**config.mk**
```make
export PLATFORM = sky130hd
export DESIGN_NAME = mips_cp0_timer
export DESIGN_NICKNAME = d
export VERILOG_FILES = /design/src/rtl/mips_cp0_timer.sv
export SDC_FILE = /design/constraint.sdc
export NUM_CORES = 1
export LEC_CHECK = 0
export CORE_MARGIN = 1
export CORE_UTILIZATION = 55
export DETAILED_ROUTE_END_ITERATION = 8
export PLACE_DENSITY = 0.94
export SKIP_LAST_GASP = 1
export SLEW_MARGIN = 20
export SYNTH_ARGS = -nofsm -noshare
export SYNTH_HDL_FRONTEND = slang
export SYNTH_SLANG_ARGS = --single-unit
```
**constraint.sdc**
```tcl
create_clock -name clk -period 13.8 [get_ports clk]
set_clock_uncertainty 0.1 [all_clocks]
set_input_delay 2.07 -clock clk [delete_from_list [all_inputs] [get_ports clk]]
set_output_delay 2.07 -clock clk [all_outputs]
set_load 0.02 [all_outputs]
```
**src/rtl/mips_cp0_timer.sv**
```systemverilog
// CP0 for the P7 MIPS pipeline: SR/Cause/EPC/PrID, exception/interrupt request
// generation and a prescaled Count/Compare timer that feeds one interrupt line.
module mips_cp0_timer #(
  parameter int          NUM_HWINT     = 6,
  parameter int          TIMER_LINE    = 5,
  parameter int          PRESCALE_LOG2 = 0,
  parameter logic [31:0] PRID_VAL      = 32'h23371323
) (
  input  logic                 clk,
  input  logic                 reset,
  input  logic [4:0]           rd_addr,
  input  logic [4:0]           wr_addr,
  input  logic [31:0]          wr_data,
  input  logic                 wr_en,
  input  logic [31:0]          pc,
  input  logic                 bd,
  input  logic                 exc_valid,
  input  logic [4:0]           exc_code,
  input  logic [NUM_HWINT-1:0] hw_int,
  input  logic                 exl_clr,
  output logic                 req,
  output logic [31:0]          epc_out,
  output logic [31:0]          rd_data,
  output logic                 timer_irq
);

  localparam logic [7:0] PRESC_MAX = 8'((32'd1 << PRESCALE_LOG2) - 32'd1);

  logic [31:0]          sr_q, sr_d, cause_q, cause_d, epc_q, epc_d;
  logic [31:0]          count_q, count_d, compare_q, compare_d;
  logic [7:0]           presc_q, presc_d;
  logic                 timer_irq_q, timer_irq_d;
  logic [NUM_HWINT-1:0] pend;
  logic                 int_req, exc_req, wrap, count_wr, cmp_wr;
  logic [31:0]          epc_next, count_inc;

  always_comb begin
    pend             = hw_int;
    pend[TIMER_LINE] = hw_int[TIMER_LINE] | timer_irq_q;
  end

  assign int_req   = (|(pend & sr_q[10 +: NUM_HWINT])) & ~sr_q[1] & sr_q[0];
  assign exc_req   = exc_valid & ~sr_q[1];
  assign req       = int_req | exc_req;
  assign epc_next  = bd ? (pc - 32'd4) : pc;
  assign epc_out   = req ? epc_next : epc_q;
  assign timer_irq = timer_irq_q;

  // A taken request swallows any mtc0 issued alongside it.
  assign count_wr  = ~req & wr_en & (wr_addr == 5'd9);
  assign cmp_wr    = ~req & wr_en & (wr_addr == 5'd11);
  assign wrap      = (presc_q == PRESC_MAX);
  assign count_inc = count_q + 32'd1;

  always_comb begin
    sr_d    = sr_q;
    epc_d   = epc_q;
    cause_d = cause_q;
    if (req) begin
      sr_d[1]       = 1'b1;
      epc_d         = epc_next;
      cause_d[31]   = bd;
      cause_d[6:2]  = int_req ? 5'd0 : exc_code;
    end else begin
      if (wr_en && wr_addr == 5'd12) sr_d  = wr_data;
      if (wr_en && wr_addr == 5'd14) epc_d = {wr_data[31:2], 2'b00};
      if (exl_clr)                   sr_d[1] = 1'b0;
    end
    cause_d[10 +: NUM_HWINT] = pend;
    cause_d[30]              = timer_irq_q;
  end

  // Timer keeps running regardless of EXL; a Count write restarts the prescaler
  // and never raises the interrupt by itself.
  always_comb begin
    count_d     = count_q;
    compare_d   = compare_q;
    presc_d     = wrap ? 8'd0 : presc_q + 8'd1;
    timer_irq_d = timer_irq_q;
    if (count_wr) begin
      count_d = wr_data;
      presc_d = 8'd0;
    end else if (wrap) begin
      count_d = count_inc;
      if (count_inc == compare_q) timer_irq_d = 1'b1;
    end
    if (cmp_wr) begin
      compare_d   = wr_data;
      timer_irq_d = 1'b0;
    end
  end

  always_ff @(posedge clk or posedge reset) begin
    if (reset) begin
      sr_q        <= '0;
      cause_q     <= '0;
      epc_q       <= '0;
      count_q     <= '0;
      compare_q   <= 32'hFFFF_FFFF;
      presc_q     <= '0;
      timer_irq_q <= 1'b0;
    end else begin
      sr_q        <= sr_d;
      cause_q     <= cause_d;
      epc_q       <= epc_d;
      count_q     <= count_d;
      compare_q   <= compare_d;
      presc_q     <= presc_d;
      timer_irq_q <= timer_irq_d;
    end
  end

  always_comb begin
    case (rd_addr)
      5'd9:    rd_data = count_q;
      5'd11:   rd_data = compare_q;
      5'd12:   rd_data = sr_q;
      5'd13:   rd_data = cause_q;
      5'd14:   rd_data = epc_out;
      5'd15:   rd_data = PRID_VAL;
      default: rd_data = 32'd0;
    endcase
  end

endmodule
```
# [After elaboration in Yosys (flattened, before gate mapping)]
# Cells that the tools add are included.
[word_totals] reg_bits=150 in_bits=91 output_inout_bits=66 wordCells=63
[op_classes] add_sub_neg=3 n_eq_ne=12 mux=17 bitwise=11 n_reduce_logical=11
[op_table] op="32-bit 2-to-1 mux" count=6
[op_table] op="32-bit case mux with 6 select lines" count=1
[op_table] op="5-bit by 4-bit equality test with 1-bit output (second input constant)" count=10
[op_table] op="32-bit by 1-bit adder with 32-bit output (second input constant)" count=1
[op_table] op="32-bit equality test" count=1
[op_table] op="32-bit by 3-bit subtractor with 32-bit output (second input constant)" count=1
[op_table] op="8-bit 2-to-1 mux" count=2
[op_table] op="8-bit by 1-bit adder with 8-bit output (second input constant)" count=1
[op_table] op="8-bit logical NOT" count=1
[op_table] op="2-bit nonzero test" count=4
[op_table] op="1-bit AND" count=6
[op_table] op="6-bit AND" count=1
[op_table] op="1-bit 2-to-1 mux" count=6
[op_table] op="6-bit OR reduction" count=1
[op_table] op="5-bit 2-to-1 mux" count=1
[op_table] op="3-bit AND reduction" count=1
[op_table] op="3-bit nonzero test" count=1
[op_table] op="1-bit logical AND" count=2
[op_table] op="2-bit 2-to-1 mux" count=1
[op_table] op="2-bit by 1-bit inequality test with 1-bit output (second input constant)" count=1
[op_table] op="1-bit inverter" count=2
[op_table] op="1-bit OR" count=2
[op_table] op="2-bit AND reduction" count=1

# [Depth between registers and ports, before layout]
[depth] depth_word=11 ltp_mapped=10 ltp_nobuf=9

# [Least setup slack after synthesis]
# No wires, ideal clock.
[synth_timing] path_kind="input to output" start="in pc[2]" end="out rd_data[16]" arrival_time_ns=4.155 required_time_ns=11.630 slack_ns=7.475 stages=9 path_buffers=1 path_cell_list="inv_1 ha_1 and3b_1 clkbuf_1 nand2_1 or4_1 xor2_1 a21oi_1 a221o_1"
[synth_via] elab_chain_len=4
[synth_lines] item="start: declaration" line="15" source="input logic [31:0] pc,"
[synth_lines] item="32-bit by 3-bit subtractor with 32-bit output" line="45" source="assign epc_next = bd ? (pc - 32'd4) : pc;"
[synth_lines] item="32-bit 2-to-1 mux" line="45"
[synth_lines] item="32-bit 2-to-1 mux" line="46" source="assign epc_out = req ? epc_next : epc_q;"
[synth_lines] item="named net epc_out[16]" line="22" source="output logic [31:0] epc_out,"
[synth_lines] item="32-bit case mux with 6 select lines" line="114" source="case (rd_addr)"
[synth_lines] item="end: declaration" line="23" source="output logic [31:0] rd_data,"
# The timed path passes the listed nets, and every way through them passes these cells.

# [Worst setup path after layout]
[layout_timing] start="in bd" end="out rd_data[29]"
[layout_via] elab_chain_len=3
[layout_lines] item="start: declaration" line="16" source="input logic bd,"
[layout_lines] item="32-bit 2-to-1 mux" line="45"
[layout_lines] item="32-bit 2-to-1 mux" line="46"
[layout_lines] item="32-bit case mux with 6 select lines" line="114"
# Every way passes these cells.

==> results list <==
- The run finished with clean final reports.
* Count of mapped cells out of synthesis: 1014
- Wire per inst: 22.4 um
* First-pass iteration count of the detailed router: 5
- Number of antenna diodes: 0
- The floorplan step set the die height to 134 um.
- Count of cell types in the netlist: 73
* Startpoint of the worst setup timing path: bd
- The clock period could shrink to 7.60 ns.
- Worst IR Drop VDD: 0.103 mV
- Most frequently used cell type in the post-synthesis netlist: dfrtp_1
- Wire length of the first global-routing pass: 48400 um
* Clock tree root buffer cell: clkbuf_16
- Placeable core region: 16800 um^2
- Cell taking the most area after synthesis: dfrtp_1
- All-Layer GR Usage: 35.3%
- In this run the remaining antenna-violating nets after routing total 0.
- Share of synthesized flip-flops with an asynchronous set or reset: 100%
- DRC violations left: 0
- Via density: 6.55
- Entering global routing, the biggest net connects 85 pins.
- STA classifies the critical path endpoint as an output port.
- The wire-length estimate of the detail-placed layout is 21300 um.
- The via count of the first global-routing pass came to 8753.
- The longest clock path from root to sink contains 2 buffers.
- The worst setup path is of the input pin to output port kind.
* Initial antenna violation count: 0
- Worst setup endpoint: rd_data[29]
* Proportion of synthesized chip area in sequential cells: 39.9%
- Number of cell instances on the worst register-to-register path: 7
- Count of flip-flops with a built-in enable after synthesis: 0
- The number of pins exceeding their max-slew limit in the final report was 0.
* Post-cts repair resize count: 0
- Final number of setup-violating endpoints: 0
- Clock-pin slew was measured on the worst setup and hold paths at 0.07 ns.
- Startpoint of the most critical register-to-register path: count_q[8]
* Total number of placement rows: 47
- For this design the static power due to leakage is 4.61 nW.
* Final GP Congestion: 0.926
- TritonCTS built the clock tree.
- Endpoint of the most critical register-to-register path: timer_irq
- Summed over all failing endpoints, the final setup total negative slack is 0 ns.
* Area of the die: 17800 um^2
- Measured along the x axis, the die boundary spans 134 um.
- Num CTS Buffers: 17
* Area share of the largest cell type after synthesis: 31.0%
- Synthesis Warnings: 0
* DRC violation total after the first TritonRoute iteration: 1061
- CP Data Arrival Time: 5.43 ns
- Measured slew at the worst slew-check pin: 1.10 ns
- Hold violation total from the final report: 0
- Total Wirelength: 30600 um
- Buffers added to address setup during post-CTS repair amount to 0.
- Critical path peak fanout: 7
* Largest cells by area after synthesis: dfrtp_1 (31%), dfstp_2 (8.8%), mux2i_1 (6.0%)
- Setup slack on the worst reg-to-reg path comes out at 10.35 ns.
* Top flip-flop cell by instance count after synthesis: dfrtp_1
- In this run the tightest slew margin relative to its limit is 26.7%.
* Post-synthesis to final-layout area growth: 23.8%
- Setup repair after global routing left no endpoint under its margin.
* Final clock period utilization by the worst path: 55.1%
- The total overflow left after global routing is 0.
- Synth cell count leaders: dfrtp_1 (118), nand2_1 (103), nor2_1 (90)
- CP required: 11.63 ns
* Avg Cell Area, Syn: 9.38 um^2
- Hold WS: 0.408 ns
* Hold Path Class: flop to flop
* Sort of element at the start of the critical path: input pin
- Synthesized netlist net count: 1109
* Insertion delay to the later sink of the worst-skew pair: 0.44 ns
- Number of max-cap violations: 0
- Initial core utilization: 56.8%
- The detailed router placed 8940 vias in this run.
* Clock Sinks: 150
* Seq cells post-synth: 150
- H-Tree Level Count: 4
- The final layout contains 1227 nets.
- Post-CTS Hold Fix Bufs: 0
- For this design the ratio of total power to cell area is 174 nW/um^2.
- Maximum achievable frequency: 132 MHz
* Ports: 157
- Port buffering added 156 buffers.
- The synthesized netlist occupies a cell area of 9510 um^2.
- Fraction of final layout cells with drive strength greater than 1: 12.3%
[kinds of logic after synthesis]
logic type,synth area share [%]
AO/OA/AOI/OAI,15.1
flip-flops,39.9
adder cells (fa/ha/maj),0.526
buffers and inverters,3.60
AND/OR/NAND/NOR,18.7
multiplexers,13.3
XOR/XNOR,8.84
[per-layer routing]
metal	global-route usage (%)	part of all wire [%]
met2	55.4	47
met3	8.68	11
met4	16.0	3.6
met5	0	0
met1	46.3	39
[critical path, stage by stage]
cell and delay [ns]:
clkdlybuf4s50_1 0.58, nor4b_2 0.71, nand4_1 0.40, o31a_1 0.37, nor3_1 0.32, nor2_1 0.13, a221o_1 0.31, clkdlybuf4s50_1 0.54
[through the flow]
stage	power, mW	std cells	area, um^2	utilization (%)	setup slack, ns
after global placement	1.48	1333	11200	66.6	6.35
after global routing	2.14	1365	11800	70.3	5.98
after floorplan	1.22	1014	9510	-	7.47
final	2.05	1365	11800	70.3	6.20
after CTS	2.03	1365	11800	70.3	6.22
after detailed placement	1.52	1333	11200	66.6	6.23
[area by class of cell]
type                            instances  area [um^2]
Fill cell                            1140         4980
Sequential cell                       150         3790
Tap cell                              220          275
Multi-Input combinational cell        782         5400
Clock inverter                         15          190
Timing Repair Buffer                  168         1650
Clock buffer                           17          425
Inverter                               13         53.8
[sequential cells by signal (all words and copies together), names as in the netlist]
| name | count |
|---|---|
| epc_q | 32 |
| timer_irq | 1 |
| presc_q | 8 |
| sr_q | 32 |
| count_q | 32 |
| cause_q | 13 |
| compare_q | 32 |
[where the power goes]
group | switching, mW | internal, mW
Sequential | 0.159 | 0.593
Combinational | 0.438 | 0.358
Clock | 0.210 | 0.289
Total | 0.807 | 1.24
[worst min path at each step]
stage	from	to	slack, ns	cells past startpoint
CTS	epc_q[0]	epc_q[0]	0.40	2
global placement	epc_q[1]	epc_q[1]	0.36	2
finish	epc_q[0]	epc_q[0]	0.41	2
global route	sr_q[20]	sr_q[20]	0.42	1
floorplan	cause_q[31]	cause_q[31]	0.35	2
detailed placement	epc_q[0]	epc_q[0]	0.38	2
[layout by cell type (no fill, tap or decap), drive strengths merged, types with 4 or more instances in the layout]
master         count
clkdlybuf4s50    155
dfrtp            118
nand2            103
nor2              90
o21ai             71
mux2              62
xnor2             59
mux2i             57
xor2              37
a21oi             34
dfstp             32
nand3             29
a221o             27
nand4             24
inv               20
nor3              18
clkbuf            17
nor2b             15
a21boi            14
buf               13
o21a              12
a211oi            12
nor4              12
and3              10
or3                7
and4               7
nor4b              6
nand3b             5
a22o               5
and2               5
a21o               5
nand2b             4
a31oi              4
or4                4
ha                 4
Note: power is estimated with default switching activity, not from simulation.
